**config.mk**
```make
export PLATFORM = sky130hd
export DESIGN_NAME = range_stream_tx_flat
export DESIGN_NICKNAME = d
export VERILOG_FILES = /design/src/rtl/range_stream_if.sv /design/src/rtl/range_stream_tx.sv /design/src/flat_wrapper.sv
export SDC_FILE = /design/constraint.sdc
export NUM_CORES = 1
export LEC_CHECK = 0
export CAP_MARGIN = 20
export CORE_ASPECT_RATIO = 1.5
export CORE_UTILIZATION = 53
export CTS_BUF_LIST = sky130_fd_sc_hd__clkbuf_2 sky130_fd_sc_hd__clkbuf_4 sky130_fd_sc_hd__clkbuf_8
export CTS_CLUSTER_DIAMETER = 40
export DETAILED_ROUTE_END_ITERATION = 12
export HOLD_SLACK_MARGIN = 0.06
export MAX_ROUTING_LAYER = met4
export PLACE_DENSITY = 0.78
export SLEW_MARGIN = 20
export SYNTH_ARGS = -nofsm -noshare
export SYNTH_HDL_FRONTEND = slang
export SYNTH_SLANG_ARGS = --single-unit
```
**constraint.sdc**
```tcl
create_clock -name clock -period 2.34 [get_ports clock]
set_input_delay 0.234 -clock clock [delete_from_list [all_inputs] [get_ports clock]]
set_output_delay 0.234 -clock clock [all_outputs]
set_load 0.005 [all_outputs]
```
**src/rtl/range_stream_if.sv**
```systemverilog
`default_nettype none
// ============================================================================
//  Module      : range_stream_if
//  Description : go/finish sample-stream link between a transmitter and the
//                range-finder receiver.
//                  go        first word of a burst
//                  finish    last word of a burst
//                  data_out  sample word
//                  range_in  receiver range, valid in the finish cycle
//                  error_in  receiver error flag
//                master = transmitter side, slave = receiver side.
//  Revision    : 1.0 - initial release
// ============================================================================
interface range_stream_if #(
    parameter int WIDTH = 2
);
    logic             go;
    logic             finish;
    logic [WIDTH-1:0] data_out;
    logic [WIDTH-1:0] range_in;
    logic             error_in;

    modport master (
        output go,
        output finish,
        output data_out,
        input  range_in,
        input  error_in
    );

    modport slave (
        input  go,
        input  finish,
        input  data_out,
        output range_in,
        output error_in
    );
endinterface
`default_nettype wire

```
**src/rtl/range_stream_tx.sv**
```systemverilog
`default_nettype none
// ============================================================================
//  Module      : range_stream_tx
//  Description : Transmit side of the go/finish sample-stream protocol.
//                Buffers up to DEPTH samples, replays them back-to-back on
//                start (go on the first word, finish on the last), captures
//                the receiver's range in the finish cycle together with any
//                error seen after the go cycle, and reports both as a result.
//  Ports       : clock, reset        rising-edge clock, async active-high reset
//                wr_en, wr_data      sample write port (accepted only when idle)
//                count, full         buffer occupancy
//                start, busy         burst request / burst or result in progress
//                stream              go/finish/data_out out, range_in/error_in in
//                result_valid        one-cycle pulse when result fields update
//                result, result_error captured range and accumulated error
//  Revision    : 1.0 - initial release
// ============================================================================
module range_stream_tx #(
    parameter int WIDTH = 2,
    parameter int DEPTH = 8
) (
    input  logic                       clock,
    input  logic                       reset,
    input  logic                       wr_en,
    input  logic [WIDTH-1:0]           wr_data,
    output logic [$clog2(DEPTH+1)-1:0] count,
    output logic                       full,
    input  logic                       start,
    output logic                       busy,
    range_stream_if.master             stream,
    output logic                       result_valid,
    output logic [WIDTH-1:0]           result,
    output logic                       result_error
);

    localparam int c_CNT_W = $clog2(DEPTH + 1);
    localparam int c_PTR_W = (DEPTH > 1) ? $clog2(DEPTH) : 1;

    // The FSM state describes what is currently visible on the stream outputs:
    // SEND = a buffered word, REPEAT = the duplicated single word (N==1),
    // RESULT = the result_valid cycle.
    typedef enum logic [1:0] {
        ST_IDLE   = 2'd0,
        ST_SEND   = 2'd1,
        ST_REPEAT = 2'd2,
        ST_RESULT = 2'd3
    } state_t;

    state_t r_state;
    state_t w_state_next;

    logic [WIDTH-1:0]   r_mem [DEPTH];
    logic [c_PTR_W-1:0] r_wr_ptr;
    logic [c_PTR_W-1:0] r_rd_ptr;
    logic [c_CNT_W-1:0] r_count;

    // r_armed marks the cycle between sampling start and driving word 0; it
    // provides the register stage that puts go one cycle after start.
    logic               r_armed;
    logic [c_CNT_W-1:0] r_n;       // burst length latched at start
    logic [c_CNT_W-1:0] r_sent;    // words already placed on the stream
    logic               r_go;
    logic               r_finish;
    logic [WIDTH-1:0]   r_data;
    logic               r_err_acc;
    logic [WIDTH-1:0]   r_result;
    logic               r_result_error;

    logic w_full;
    logic w_start_ok;
    logic w_launch;
    logic w_pop;
    logic w_push;
    logic w_repeat;
    logic w_capture;

    assign w_full = (r_count == c_CNT_W'(DEPTH));

    // ------------------------------------------------------------------
    // Next-state and control decode
    // ------------------------------------------------------------------
    always_comb begin
        w_state_next = r_state;
        w_start_ok   = 1'b0;
        w_launch     = 1'b0;
        w_pop        = 1'b0;
        w_push       = 1'b0;
        w_repeat     = 1'b0;
        w_capture    = 1'b0;
        case (r_state)
            ST_IDLE: begin
                if (r_armed) begin
                    w_launch     = 1'b1;
                    w_pop        = 1'b1;
                    w_state_next = ST_SEND;
                end else begin
                    w_start_ok = start && (r_count != '0);
                    // A write coinciding with an accepted start is dropped so
                    // the latched burst length matches the buffer contents.
                    w_push     = wr_en && !w_full && !w_start_ok;
                end
            end
            ST_SEND: begin
                if (r_finish) begin
                    w_capture    = 1'b1;
                    w_state_next = ST_RESULT;
                end else if (r_sent == r_n) begin
                    // Only reachable with N==1: the single word was go-only.
                    w_repeat     = 1'b1;
                    w_state_next = ST_REPEAT;
                end else begin
                    w_pop = 1'b1;
                end
            end
            ST_REPEAT: begin
                w_capture    = 1'b1;
                w_state_next = ST_RESULT;
            end
            ST_RESULT: begin
                w_state_next = ST_IDLE;
            end
            default: begin
                w_state_next = ST_IDLE;
            end
        endcase
    end

    always_ff @(posedge clock or posedge reset) begin
        if (reset) begin
            r_state <= ST_IDLE;
        end else begin
            r_state <= w_state_next;
        end
    end

    // ------------------------------------------------------------------
    // Sample buffer storage (no reset needed: occupancy is tracked separately)
    // ------------------------------------------------------------------
    always_ff @(posedge clock) begin
        if (w_push) begin
            r_mem[r_wr_ptr] <= wr_data;
        end
    end

    // ------------------------------------------------------------------
    // Buffer pointers, burst sequencing and result capture
    // ------------------------------------------------------------------
    always_ff @(posedge clock or posedge reset) begin
        if (reset) begin
            r_wr_ptr       <= '0;
            r_rd_ptr       <= '0;
            r_count        <= '0;
            r_armed        <= 1'b0;
            r_n            <= '0;
            r_sent         <= '0;
            r_go           <= 1'b0;
            r_finish       <= 1'b0;
            r_data         <= '0;
            r_err_acc      <= 1'b0;
            r_result       <= '0;
            r_result_error <= 1'b0;
        end else begin
            if (w_push) begin
                r_wr_ptr <= (r_wr_ptr == c_PTR_W'(DEPTH - 1)) ? '0 : r_wr_ptr + c_PTR_W'(1);
                r_count  <= r_count + c_CNT_W'(1);
            end else if (w_pop) begin
                r_rd_ptr <= (r_rd_ptr == c_PTR_W'(DEPTH - 1)) ? '0 : r_rd_ptr + c_PTR_W'(1);
                r_count  <= r_count - c_CNT_W'(1);
            end

            if (w_start_ok) begin
                r_armed <= 1'b1;
                r_n     <= r_count;
            end

            if (w_launch) begin
                r_armed  <= 1'b0;
                r_sent   <= c_CNT_W'(1);
                r_go     <= 1'b1;
                r_finish <= 1'b0;
                r_data   <= r_mem[r_rd_ptr];
            end else if (w_pop) begin
                r_sent   <= r_sent + c_CNT_W'(1);
                r_go     <= 1'b0;
                r_finish <= (r_sent == r_n - c_CNT_W'(1));
                r_data   <= r_mem[r_rd_ptr];
            end else if (w_repeat) begin
                // Re-send the held word, now marked as the last one.
                r_go     <= 1'b0;
                r_finish <= 1'b1;
            end else if (w_capture) begin
                r_go     <= 1'b0;
                r_finish <= 1'b0;
                r_data   <= '0;
            end

            // Error is collected over every burst cycle except the go cycle,
            // where a receiver leaving its error state may still flag it.
            if (w_launch) begin
                r_err_acc <= 1'b0;
            end else if ((r_state == ST_SEND || r_state == ST_REPEAT) && !r_go) begin
                r_err_acc <= r_err_acc | stream.error_in;
            end

            // The capture cycle is always the finish cycle, never a go cycle.
            if (w_capture) begin
                r_result       <= stream.range_in;
                r_result_error <= r_err_acc | stream.error_in;
            end
        end
    end

    // ------------------------------------------------------------------
    // Outputs
    // ------------------------------------------------------------------
    assign count           = r_count;
    assign full            = w_full;
    assign busy            = (r_state != ST_IDLE) || r_armed;
    assign stream.go       = r_go;
    assign stream.finish   = r_finish;
    assign stream.data_out = r_data;
    assign result_valid    = (r_state == ST_RESULT);
    assign result          = r_result;
    assign result_error    = r_result_error;

endmodule
`default_nettype wire
```
**src/flat_wrapper.sv**
```systemverilog
// flat-port wrapper written by rule: the top's interface ports become plain ports
module range_stream_tx_flat 
#(
    parameter int WIDTH = 2,
    parameter int DEPTH = 8
)
  (clock, reset, wr_en, wr_data, count, full, start, busy, result_valid, result, result_error, stream_go, stream_finish, stream_data_out, stream_range_in, stream_error_in);
  range_stream_if #(.WIDTH(WIDTH)) stream_i ();
  input  logic clock;
  input  logic reset;
  input  logic wr_en;
  input  logic [WIDTH-1:0] wr_data;
  output logic [$clog2(DEPTH+1)-1:0] count;
  output logic full;
  input  logic start;
  output logic busy;
  output logic result_valid;
  output logic [WIDTH-1:0] result;
  output logic result_error;
  output wire logic [$bits(stream_i.go)-1:0] stream_go;
  output wire logic [$bits(stream_i.finish)-1:0] stream_finish;
  output wire logic [$bits(stream_i.data_out)-1:0] stream_data_out;
  input wire logic [$bits(stream_i.range_in)-1:0] stream_range_in;
  input wire logic [$bits(stream_i.error_in)-1:0] stream_error_in;
  assign stream_go = stream_i.go;
  assign stream_finish = stream_i.finish;
  assign stream_data_out = stream_i.data_out;
  assign stream_i.range_in = stream_range_in;
  assign stream_i.error_in = stream_error_in;
  range_stream_tx #(.WIDTH(WIDTH), .DEPTH(DEPTH)) u_core (.clock(clock), .reset(reset), .wr_en(wr_en), .wr_data(wr_data), .count(count), .full(full), .start(start), .busy(busy), .stream(stream_i), .result_valid(result_valid), .result(result), .result_error(result_error));
endmodule
```
Word level (Yosys, flattened, before mapping)
Memories as Yosys holds them, arrays and structs flattened.
Index checks and enable logic that the tools add are counted.
{ "totals": {"ff_bits": 29, "mem_bits_rw": 16, "input_bits": 9, "out_inout_bits": 14, "n_memories": 1} }
{ "op_classes": {"n_addsub": 6, "eq_ne": 11, "n_mux": 41, "bitwise": 2, "n_reduce_logical": 21} }
{ "mem_list": {"columns": ["name", "depth", "word_bits", "read_ports", "rd_ports_with_merged_regs", "wr", "line_no", "rtl"], "rows": [
  ["u_core.r_mem", 8, 2, 1, 0, 1, "range_stream_tx.sv:52", "logic [WIDTH-1:0] r_mem [DEPTH];"]
]} }
{ "ops": {"columns": ["cell", "n"], "rows": [
  ["two-way mux 1 bit", 25],
  ["two-way mux 4 bit", 4],
  ["two-way mux 2 bit", 7],
  ["nonzero test 2 bit", 5],
  ["adder 4 x 1 -> 4 bit, second input constant", 2],
  ["== test 4 bit", 2],
  ["one-hot mux 2 bit (4 select lines)", 1],
  ["nonzero test 4 bit", 2],
  ["subtractor 4 x 1 -> 4 bit, second input constant", 2],
  ["adder 3 x 1 -> 3 bit, second input constant", 2],
  ["== test 3 bit, second input constant", 2],
  ["two-way mux 3 bit", 2],
  ["inequality test 3 x 1 -> 1 bit, second input constant", 2],
  ["AND reduction 2 bit", 3],
  ["== test 2 bit, second input constant", 2],
  ["== test 4 bit, second input constant", 1],
  ["logical AND 1 bit", 4],
  ["one-hot mux 1 bit (2 select lines)", 2],
  ["zero test 1 bit", 3],
  ["nonzero test 3 bit", 1],
  ["== test 2 x 1 -> 1 bit, second input constant", 1],
  ["zero test 2 bit", 1],
  ["logical OR 1 bit", 2],
  ["inequality test 2 x 1 -> 1 bit, second input constant", 1],
  ["other kinds (2)", 2]
]} }

Depth between registers and ports, before layout
{ "logic_depth": {"depth_word": 8, "depth_mapped": 12, "mapped_depth_nobuf": 10} }

Least setup slack after synthesis
OpenSTA, ideal clock, no wires.
{ "synth_timing": {"path_kind": "register -> register", "startpoint": "register u_core.r_count[0] (netlist: u_core.count[0])", "endpoint": "register u_core.r_count[3] (netlist: u_core.count[3])", "setup_ps": 71, "arrival_time_ps": 2512, "required_ps": 2269, "path_slack_ps": -243, "path_stages_with_launch": 11, "cell_sequence": "dfrtp_1 or4b_4 and3_4 buf_6 inv_2 buf_6 ha_1 a21oi_1 nand2_1 or4_1 nand4_1"} }
{ "synth_between": {"elab_chain_cells": 7, "elab_cells_between_ends": 14, "cone_classes": "2 x add/sub; 1 x eq/ne; 4 x mux; 7 x reduce/logical"} }
{ "synth_rtl": {"columns": ["item", "line_no", "rtl"], "rows": [
  ["from (decl)", "range_stream_tx.sv:55", "logic [c_CNT_W-1:0] r_count;"],
  ["from (signal assigned)", "range_stream_tx.sv:165", "r_count <= r_count + c_CNT_W'(1);"],
  ["from (signal assigned)", "range_stream_tx.sv:168", "r_count <= r_count - c_CNT_W'(1);"],
  ["== test 4 bit / nonzero test 4 bit (equally long branches)", "range_stream_tx.sv:77, range_stream_tx.sv:97", null],
  ["zero test 1 bit / logical AND 1 bit (equally long branches)", "range_stream_tx.sv:100, range_stream_tx.sv:97", null],
  ["logical AND 1 bit / zero test 1 bit (equally long branches)", "range_stream_tx.sv:100", "w_push = wr_en && !w_full && !w_start_ok;"],
  ["logical AND 1 bit", "range_stream_tx.sv:100", null],
  ["two-way mux 1 bit", "range_stream_tx.sv:92", "if (r_armed) begin"],
  ["two-way mux 1 bit", "range_stream_tx.sv:90", "case (r_state)"],
  ["two-way mux 4 bit / nonzero test 2 bit (equally long branches)", null, null]
]} }
Several ways; a longest one is shown, not always the timed one. The select of a mux whose other input is x is not followed.
A chain may end at the register's enable or synchronous reset.

Final worst setup path
{ "layout_timing": {"startpoint": "register u_core.r_count[2] (netlist: u_core.count[2])", "endpoint": "register u_core.r_count[3] (netlist: u_core.count[3])"} }
Same word-level chain as after synthesis.

==> metrics.json <==
{
  "outcome": {
    "outcome": "finished, final reports clean"
  },
  "critical_path": {
    "crit_path_cell_chain": "or4b_4 -> and3_4 -> inv_4 -> ha_4 -> a21oi_4 -> nand2_2 -> or4_1 -> nand4_1",
    "cp_slowest_cell": "sky130_fd_sc_hd__or4b_4",
    "critical_path_buf_inv_count": 1,
    "regToRegStartpoint": "u_core.count[2]$_DFFE_PP0P_",
    "critPathCaptureType": "flip-flop",
    "cp_top_family": "simple AND/OR/NAND/NOR gates",
    "path_class": "flip-flop to flip-flop",
    "worstPathRequired_ps": 2580,
    "cp.arrival_ps": 2520,
    "setup.worst_path.start": "u_core.count[2]$_DFFE_PP0P_",
    "worstPathMaxFanout": 4,
    "crit_path_start_kind": "flip-flop",
    "delay_of_the_slowest_critical_path_stage_ps": 550
  },
  "power_and_ir_drop": {
    "worst_ir_drop_vdd_uv": 1000,
    "finalPower_mw": 3.84,
    "power.switching_fraction": 0.389,
    "power-per-cell-area_mw_per_mm2": 1390,
    "switchingPower_mw": 1.49,
    "cell_internal_pwr_mw": 2.34,
    "combPwrFrac": 0.509,
    "sequential_power_share": 0.361,
    "leakage_nw": 1.16,
    "power.clock.fraction": 0.130
  },
  "floorplan": {
    "design.die.area_sq_mm": 0.00462,
    "overall_die_width_microns": 55.9,
    "floorplan.initialDensity": 0.548,
    "design.core.area_sq_mm": 0.00421,
    "die_h_microns": 82.8,
    "placementRows": 29,
    "num_io_pins": 23
  },
  "timing": {
    "timing.slew.headroom": 0.619,
    "final-setup-viol-count": 0,
    "final.setup_skew_ps": 7.16,
    "holdWs_ps": 313,
    "slew_violations": 0,
    "transition_time_of_the_tightest_slew_check_pin_ps": 564,
    "period_minus_slack_ps": 2290,
    "min_period_over_period": 0.977,
    "finalHoldViolCount": 0,
    "max_clock_freq_mhz": 438
  },
  "logic_synthesis": {
    "synth_ff_type": "sky130_fd_sc_hd__dfrtp_1",
    "synth.top_cells.by_area": "sky130_fd_sc_hd__dfrtp_1 31%, sky130_fd_sc_hd__edfxtp_1 21%, sky130_fd_sc_hd__ha_1 6.5%",
    "synth_largest_area_cell": "sky130_fd_sc_hd__dfrtp_1",
    "synth.ff_latch_count": 45,
    "yosys.area.top_type_share": 0.315,
    "netlist-cell-type-count": 48,
    "synth_sequential_area_ratio": 0.523,
    "syn_avg_cell_area_sq_um": 12.2,
    "synth.net_count": 211,
    "syn_inst": 189,
    "synth.most_common_cell": "sky130_fd_sc_hd__dfrtp_1",
    "synth_top_cells_by_count": "29 x sky130_fd_sc_hd__dfrtp_1, 16 x sky130_fd_sc_hd__edfxtp_1, 13 x sky130_fd_sc_hd__inv_1, 13 x sky130_fd_sc_hd__nand2_1, 12 x sky130_fd_sc_hd__ha_1",
    "synth_warnings": 0,
    "syn-cell-area_sq_mm": 0.00231,
    "synthArstFlopShare": 0.644,
    "number_of_synthesized_flops_with_an_enable_pin": 16
  },
  "layout": {
    "drive_gt1_frac": 0.219,
    "final_area_sq_mm": 0.00276,
    "area_delta_synth_final_pct": 19.7,
    "insertedDiodeCount": 0,
    "fill_cells": 331,
    "fin_cells": 270,
    "seq_area_sq_mm": 0.00121,
    "multi_input_comb_area_sq_mm": 0.00104,
    "nNetsFinal": 245
  },
  "routing": {
    "route.detailed.wl_per_inst_microns": 16.8,
    "routed-via-count": 1590,
    "met3_length_microns": 179,
    "post-route-drc-count": 0,
    "detail_route.iter0.violations": 89,
    "routed-wl-met2_mm": 2.50,
    "drtAntennaViolNets": 0,
    "vias_per_cell": 5.89,
    "drt_first_pass_iters": 4,
    "route.final.wire_length_mm": 4.54,
    "top_layer": "met4",
    "wl_met1_mm": 1.78
  },
  "global_routing": {
    "first_pass_grt_wire_length_mm": 7.49,
    "global_route.usage.total": 0.221,
    "globalRoute.totalOverflow": 0,
    "largest_net_degree_at_the_start_of_global_routing": 30,
    "grt_antenna_before_repair": 0,
    "grt_pass1_vias": 1650
  },
  "clock_tree": {
    "cts.hold.buffers_added": 0,
    "clkSlewWorstSetupHoldPaths_ps": 90,
    "max-clock-path-buffers": 2,
    "cts-buffers-inserted": 5,
    "insertion_delay_ps": 300,
    "h_tree_depth": 2,
    "numClockSinks": 45,
    "tritoncts": "built",
    "clk_root_buffer_cell": "sky130_fd_sc_hd__clkbuf_8"
  },
  "placed_design": {
    "port-buffer-count": 22,
    "hpwl_mm": 3.31,
    "gp_routability_congestion": 0.750,
    "post-place-cells": 260,
    "detailed_place.area_sq_mm": 0.00263
  },
  "run": {
    "maxCapViolCount": 0
  },
  "hold_path": {
    "hold_class": "input port to async pin"
  }
}
-- worst register-to-register path, stage by stage (launching register included) --
cell,delay (ps)
sky130_fd_sc_hd__dfrtp_2,440
sky130_fd_sc_hd__or4b_4,550
sky130_fd_sc_hd__and3_4,210
sky130_fd_sc_hd__inv_4,80
sky130_fd_sc_hd__ha_4,210
sky130_fd_sc_hd__a21oi_4,160
sky130_fd_sc_hd__nand2_2,80
sky130_fd_sc_hd__or4_1,400
sky130_fd_sc_hd__nand4_1,80
-- repair_timing --
action | 4_1_cts | 5_1_grt
setup buffers | 0 | 2
resized for setup | 0 | 8
setup endpoints to repair | 0 | 1
-- cell families after synthesis --
kind of cell | Yosys count | synth area share
muxes | 16 | 0.0960
and+or+nand+nor | 59 | 0.144
adders and majority gates | 13 | 0.0738
DFF | 45 | 0.523
xor gates and xnor gates | 10 | 0.0380
AOI/OAI and AO/OA | 26 | 0.0819
buffers and inverters | 20 | 0.0434
-- power by group through the flow --
stage | logic (mW) | clock network, mW | registers [mW]
2_1_floorplan | 1.30 | 0 | 1.33
3_3_place_gp | 1.74 | 0 | 1.37
3_5_place_dp | 1.86 | 0 | 1.39
4_1_cts | 1.88 | 0.500 | 1.38
5_1_grt | 2.16 | 0.540 | 1.43
6_report | 1.95 | 0.500 | 1.38
-- registers in the layout, summed over array words and instances, names as in the netlist, 2 cells and up --
signal,cells
u_core.r_state,2
u_core.r_rd_ptr,3
u_core.r_sent,4
u_core.stream.data_out,2
u_core.r_mem,16
u_core.result,2
u_core.r_wr_ptr,3
u_core.r_n,4
u_core.count,4
-- cells in the final DEF, fill, tap and decap left out, types with 3 or more instances in the layout --
cell,count
sky130_fd_sc_hd__edfxtp_1,16
sky130_fd_sc_hd__o22ai_1,3
sky130_fd_sc_hd__nand3_1,7
sky130_fd_sc_hd__dfrtp_2,3
sky130_fd_sc_hd__o21ai_0,7
sky130_fd_sc_hd__nor2_1,9
sky130_fd_sc_hd__nor4_1,3
sky130_fd_sc_hd__inv_1,11
sky130_fd_sc_hd__mux2i_1,3
sky130_fd_sc_hd__buf_4,11
sky130_fd_sc_hd__dfrtp_1,26
sky130_fd_sc_hd__clkdlybuf4s50_1,22
sky130_fd_sc_hd__mux2_2,7
sky130_fd_sc_hd__and2_1,3
sky130_fd_sc_hd__nand2_1,12
sky130_fd_sc_hd__mux4_2,4
sky130_fd_sc_hd__ha_1,10
sky130_fd_sc_hd__clkbuf_8,5
sky130_fd_sc_hd__xor2_1,10
sky130_fd_sc_hd__nor3_1,4
-- through the flow --
step                      setup TNS [ps]  setup slack [ps]   util
after floorplan                     -105              -105      -
after global placement                 0               114  0.624
after detailed placement               0              9.33  0.624
after CTS                              0              6.63  0.645
after global routing               -15.3             -15.3  0.656
final                                  0              54.7  0.656
-- path summary, 6_finish.rpt --
kind / to / slack [ps] / depth (start not counted)
max: u_core.count[3]$_DFFE_PP0P_ / 50 / 8
min: u_core.r_rd_ptr[1]$_DFFE_PP0P_ / 310 / 3
max reg2reg: u_core.count[3]$_DFFE_PP0P_ / 50 / 8
min reg2reg: u_core.result_error$_DFFE_PP0P_ / 490 / 2
max in group asynchronous: u_core.count[0]$_DFFE_PP0P_ / 1730 / 3
min in group clock: u_core.result_error$_DFFE_PP0P_ / 490 / 2
-- layer usage --
layer	vias up	track usage
met3	10	0.0481
met1	789	0.238
met4	0	0.0976
met2	41	0.395
li1	750	-
met5	-	-
-- cell type report --
| cell class | instances | area share |
|---|---|---|
| Clock inverter | 1 | 0.00227 |
| Inverter | 14 | 0.0199 |
| Multi-Input combinational cell | 124 | 0.379 |
| Tap cell | 46 | 0.0209 |
| Clock buffer | 7 | 0.0304 |
| Timing Repair Buffer | 33 | 0.110 |
| Sequential cell | 45 | 0.438 |
No activity file was read; power rests on OpenSTA's default activity.
